[src/rtl/imm_encoder.sv]
// Two-stage valid/ready pipeline that overlays a RISC-V immediate onto a base instruction
// and flags immediates that the chosen format cannot represent.
module imm_encoder (
    input  logic        clk,
    input  logic        reset,
    input  logic        InValid,
    output logic        InReady,
    input  logic [2:0]  ImmSrc,
    input  logic [31:0] Imm,
    input  logic [31:0] BaseInstr,
    output logic        OutValid,
    input  logic        OutReady,
    output logic [31:0] InstrOut,
    output logic        ImmErr,
    output logic [15:0] EncCount,
    output logic [15:0] ErrCount
);

    typedef enum logic [2:0] {
        FMT_I = 3'd0,
        FMT_S = 3'd1,
        FMT_B = 3'd2,
        FMT_J = 3'd3,
        FMT_U = 3'd4
    } fmt_t;

    logic        s1_valid;
    logic [2:0]  s1_src;
    logic [31:0] s1_imm;
    logic [31:0] s1_base;

    logic        s1_advance;
    logic        s2_advance;
    logic [31:0] enc_instr;
    logic        enc_err;

    // Ready is derived from stage occupancy only, never from InValid.
    assign s2_advance = !OutValid || OutReady;
    assign s1_advance = !s1_valid || s2_advance;
    assign InReady    = s1_advance;

    always_comb begin
        enc_instr = s1_base;
        enc_err   = 1'b0;
        case (s1_src)
            FMT_I: begin
                enc_instr[31:20] = s1_imm[11:0];
                enc_err          = s1_imm[31:11] != {21{s1_imm[11]}};
            end
            FMT_S: begin
                enc_instr[31:25] = s1_imm[11:5];
                enc_instr[11:7]  = s1_imm[4:0];
                enc_err          = s1_imm[31:11] != {21{s1_imm[11]}};
            end
            FMT_B: begin
                enc_instr[31]    = s1_imm[12];
                enc_instr[7]     = s1_imm[11];
                enc_instr[30:25] = s1_imm[10:5];
                enc_instr[11:8]  = s1_imm[4:1];
                enc_err          = (s1_imm[31:12] != {20{s1_imm[12]}}) || s1_imm[0];
            end
            FMT_J: begin
                enc_instr[31]    = s1_imm[20];
                enc_instr[19:12] = s1_imm[19:12];
                enc_instr[20]    = s1_imm[11];
                enc_instr[30:21] = s1_imm[10:1];
                enc_err          = (s1_imm[31:20] != {12{s1_imm[20]}}) || s1_imm[0];
            end
            FMT_U: begin
                enc_instr[31:12] = s1_imm[31:12];
                enc_err          = s1_imm[11:0] != 12'd0;
            end
            default: begin
                enc_err = 1'b1;
            end
        endcase
    end

    always_ff @(posedge clk) begin
        if (reset) begin
            s1_valid <= 1'b0;
            s1_src   <= '0;
            s1_imm   <= '0;
            s1_base  <= '0;
            OutValid <= 1'b0;
            InstrOut <= '0;
            ImmErr   <= 1'b0;
            EncCount <= '0;
            ErrCount <= '0;
        end else begin
            if (s1_advance) begin
                s1_valid <= InValid;
                if (InValid) begin
                    s1_src  <= ImmSrc;
                    s1_imm  <= Imm;
                    s1_base <= BaseInstr;
                end
            end
            // Output data only moves when a new word lands, so it holds under backpressure.
            if (s2_advance) begin
                OutValid <= s1_valid;
                if (s1_valid) begin
                    InstrOut <= enc_instr;
                    ImmErr   <= enc_err;
                end
            end
            if (OutValid && OutReady) begin
                if (EncCount != '1) begin
                    EncCount <= EncCount + 16'd1;
                end
                if (ImmErr && ErrCount != '1) begin
                    ErrCount <= ErrCount + 16'd1;
                end
            end
        end
    end

endmodule
[config.mk]
export PLATFORM = sky130hd
export DESIGN_NAME = imm_encoder
export DESIGN_NICKNAME = d
export VERILOG_FILES = /design/src/rtl/imm_encoder.sv
export SDC_FILE = /design/constraint.sdc
export NUM_CORES = 1
export LEC_CHECK = 0
export ABC_CLOCK_PERIOD_IN_PS = 6150
export CAP_MARGIN = 20
export CORE_ASPECT_RATIO = 1.5
export CORE_MARGIN = 3
export CORE_UTILIZATION = 38
export DETAILED_ROUTE_END_ITERATION = 7
export GPL_TIMING_DRIVEN = 1
export PLACE_DENSITY_LB_ADDON = 0.05
export SETUP_SLACK_MARGIN = 0.15
export SYNTH_ARGS = -nofsm -noshare
export SYNTH_HDL_FRONTEND = slang
export SYNTH_SLANG_ARGS = --single-unit
[constraint.sdc]
create_clock -name clk -period 6.15 [get_ports clk]
set_input_delay 0.9225 -clock clk [delete_from_list [all_inputs] [get_ports clk]]
set_output_delay 0.9225 -clock clk [all_outputs]
set_load 0.005 [all_outputs]
==> results.md <==
- Total GRT Usage: 0.191
- Sink Count: between 100 and 150
- Count leader, synth: nand2_1
- RSZ-0062 raised after global routing: no
- Vias: 5189
- Total negative slack: 0 ns
- Ports: between 100 and 150
- Register area: 0.00268 mm^2
- Clk Latency, worst-skew pair: 0.41 ns
- Number of distinct library cells after synthesis: 45
- Switch Pwr: 509 uW
- Crit Reg-Reg Startpoint: s1_imm[27]
- Synth Net Count: 775
- Fill cells: 1441
- Max-slew violation count: 0
- Clk_skew: 0.00634 ns
- Root Driver: clkbuf_16
- Mapped cell area: between 0.005 and 0.006 mm^2
- Max Clock Freq: 308 MHz
- Initial Util: 0.392
- Antenna viol nets, final: 0
- Status: complete, no violations
- Number of synthesized flops with an enable pin: 0
- Setup CP Type: input port to output port
- Register share of total power: 0.443
- Slew margin rel.: 0.304
- Crit path to: InReady
- Rows: 53
- R2R cell count: 6
- Initial antenna violation count: 0
- CTS tree: yes
- Data arrival, critical path: 2.33 ns
- Routed len/inst: 15.3 um
- Syn Area/Cell: around 7.9 um^2
- CP startpoint: OutReady
- Worst slew pin tran: 1.04 ns
- CTS Buffer Depth: 2
- Power after layout: 2130 uW
- Post-CTS sizing: 0
- Final period utilization: 0.528
- Total gr overflow: 0
- Layout Nets: 891
- # diodes: 0
- Routed WL: 15700 um
- Synth warnings: 0
- Worst-path fanout max: 5
- Setup Fix Bufs, Post-CTS: 0
- R2r setup slk: 3.56 ns
- Crit start category: input port
- Peak VDD IR: 0.173 mV
- Ys async rst share: 0
- Area Growth Syn to Fin: 37.1%
- Power per cell area: 279 mW/mm^2
- Multi-input gate area: 0.00270 mm^2
- H-tree Lvls: 4
- Top-area cell type share of the netlist area: 0.482
- Combinational Power Share: 0.093
- Global-route wire length before repair: 24900 um
- Top cells by count, synth: nand2_1, dfxtp_1, a21oi_1
- Share of layout cells above drive strength 1: 0.0554
- Minimum clock period: 3.25 ns
- Register area share after synthesis: 0.482
- GPL Wtd Cong: 0.827
- P_leak: 0.00271 uW
- Mapped Cells: 702
- Die area: 0.0162 mm^2
- Synth area leader: dfxtp_1
- Largest net degree at the start of global routing: 75
- RR Endpoint: ImmErr
- Clk pwr share: 0.464
- Sw frac: 0.239
- Chip Width: around 100 um
- Util after Layout: 0.538
- Router iterations before antenna repair: 4
- Clock transition at the registers of the reported paths: approximately 0.050 ns
- DRC errors left: 0
- Final Hold Fails: 0
- WHS: 0.452 ns
- Cell internal pwr: 1620 uW
- Buffers on Ports: 137
- Final setup vio count: 0
- Main flop type after synthesis: dfxtp_1
- Min-delay worst type: flip-flop to flip-flop
- Vias in the first global route: 4961
- Num CTS Buffers: 17
- Die height: around 150 um
- Detailed placer's ending HPWL: between 10000 and 15000 um
- Core area: between 0.01 and 0.015 mm^2
- Worst setup EP type: output port
- #FFs+latches synth: 134
- Hold buffer count at cts: 0
- Req. time, crit path: between 5 and 6 ns
- DRT iter0 DRCs: 207
- Max_cap viols: 0
- Vias per cell: slightly above 5
- Largest cells by area after synthesis: dfxtp_1, nand2_1, a21oi_1, nor2_1, xor2_1
-- flip-flops by register name (all words and copies together) (netlist names) --
register and flops:
s1_base 32, OutValid 1, InstrOut 32, ImmErr 1
EncCount 16, s1_valid 1, s1_imm 32, s1_src 3
ErrCount 16
-- power by group through the flow --
stage	Sequential, uW	Combinational [uW]	Clock [uW]
2_1_floorplan	946	110	0
3_3_place_gp	962	198	0
3_5_place_dp	963	201	0
4_1_cts	944	202	1010
5_1_grt	948	221	1050
6_report	944	199	989
-- through the flow --
step	setup WS, ns	area, um^2	instances
after global placement	2.93	7050	991
after global routing	2.76	7630	1022
after CTS	2.90	7630	1022
after detailed placement	2.92	7050	991
after floorplan	3.76	5570	702
final	2.90	7630	1022
-- cell type report --
class,instances,area share
flip-flops and latches,134,0.351
multi-input cells,518,0.354
well taps,192,0.0315
clock inverters,12,0.0170
clock buffers,19,0.0593
inverters,5,0.00246
repair buffers,142,0.184
-- per-layer routing --
layer	up-vias	global-route usage	part of all wire
met5	-	0	0
met2	130	0.347	0.53
met3	16	0.0380	0.041
met1	2402	0.217	0.41
li1	2641	-	-
met4	0	0.0782	0.018
-- logic make-up after synthesis --
| group | share of synthesized area |
|---|---|
| AO/OA/AOI/OAI | 0.151 |
| flip-flops | 0.482 |
| adder cells (fa/ha/maj) | 0.00449 |
| AND/OR/NAND/NOR | 0.262 |
| multiplexers | 0.0272 |
| XOR/XNOR | 0.0393 |
| buffers and inverters | 0.0339 |
-- cell usage in the layout, fill, tap and decap left out, drive strengths merged, types with 2 or more instances in the layout --
cell,instances
clkinvlp,5
a211oi,14
and2,3
nand2b,2
a221o,4
a21oi,94
nor4,6
a221oi,2
nand4,14
mux2i,14
nand3,17
bufinv,2
nor2b,3
a2111oi,2
a311oi,6
ha,2
xor2,18
clkinv,5
nand2,176
buf,6
and4,3
nor3,17
and3,3
nor4b,2
inv,5
o21ai,13
or4,4
or3,6
dfxtp,134
clkdlybuf4s50,136
o21bai,2
clkbuf,19
xnor2,7
nor2,75
-- critical path, cell delays in order --
cell             delay, ns
clkdlybuf4s50_1       0.46
nor2b_1               0.31
nand2_1               0.16
clkdlybuf4s50_1       0.47
-- worst min path at each step --
stage	start	end	slack, ns	cells after the start
5_1_grt	s1_base[10]	s1_base[10]	0.47	2
2_1_floorplan	s1_base[0]	InstrOut[0]	0.43	2
6_report	s1_base[0]	InstrOut[0]	0.45	2
3_5_place_dp	s1_base[1]	InstrOut[1]	0.44	2
3_3_place_gp	s1_base[0]	InstrOut[0]	0.44	2
4_1_cts	s1_base[1]	InstrOut[1]	0.45	2
Power figures use the tool's default switching activity.
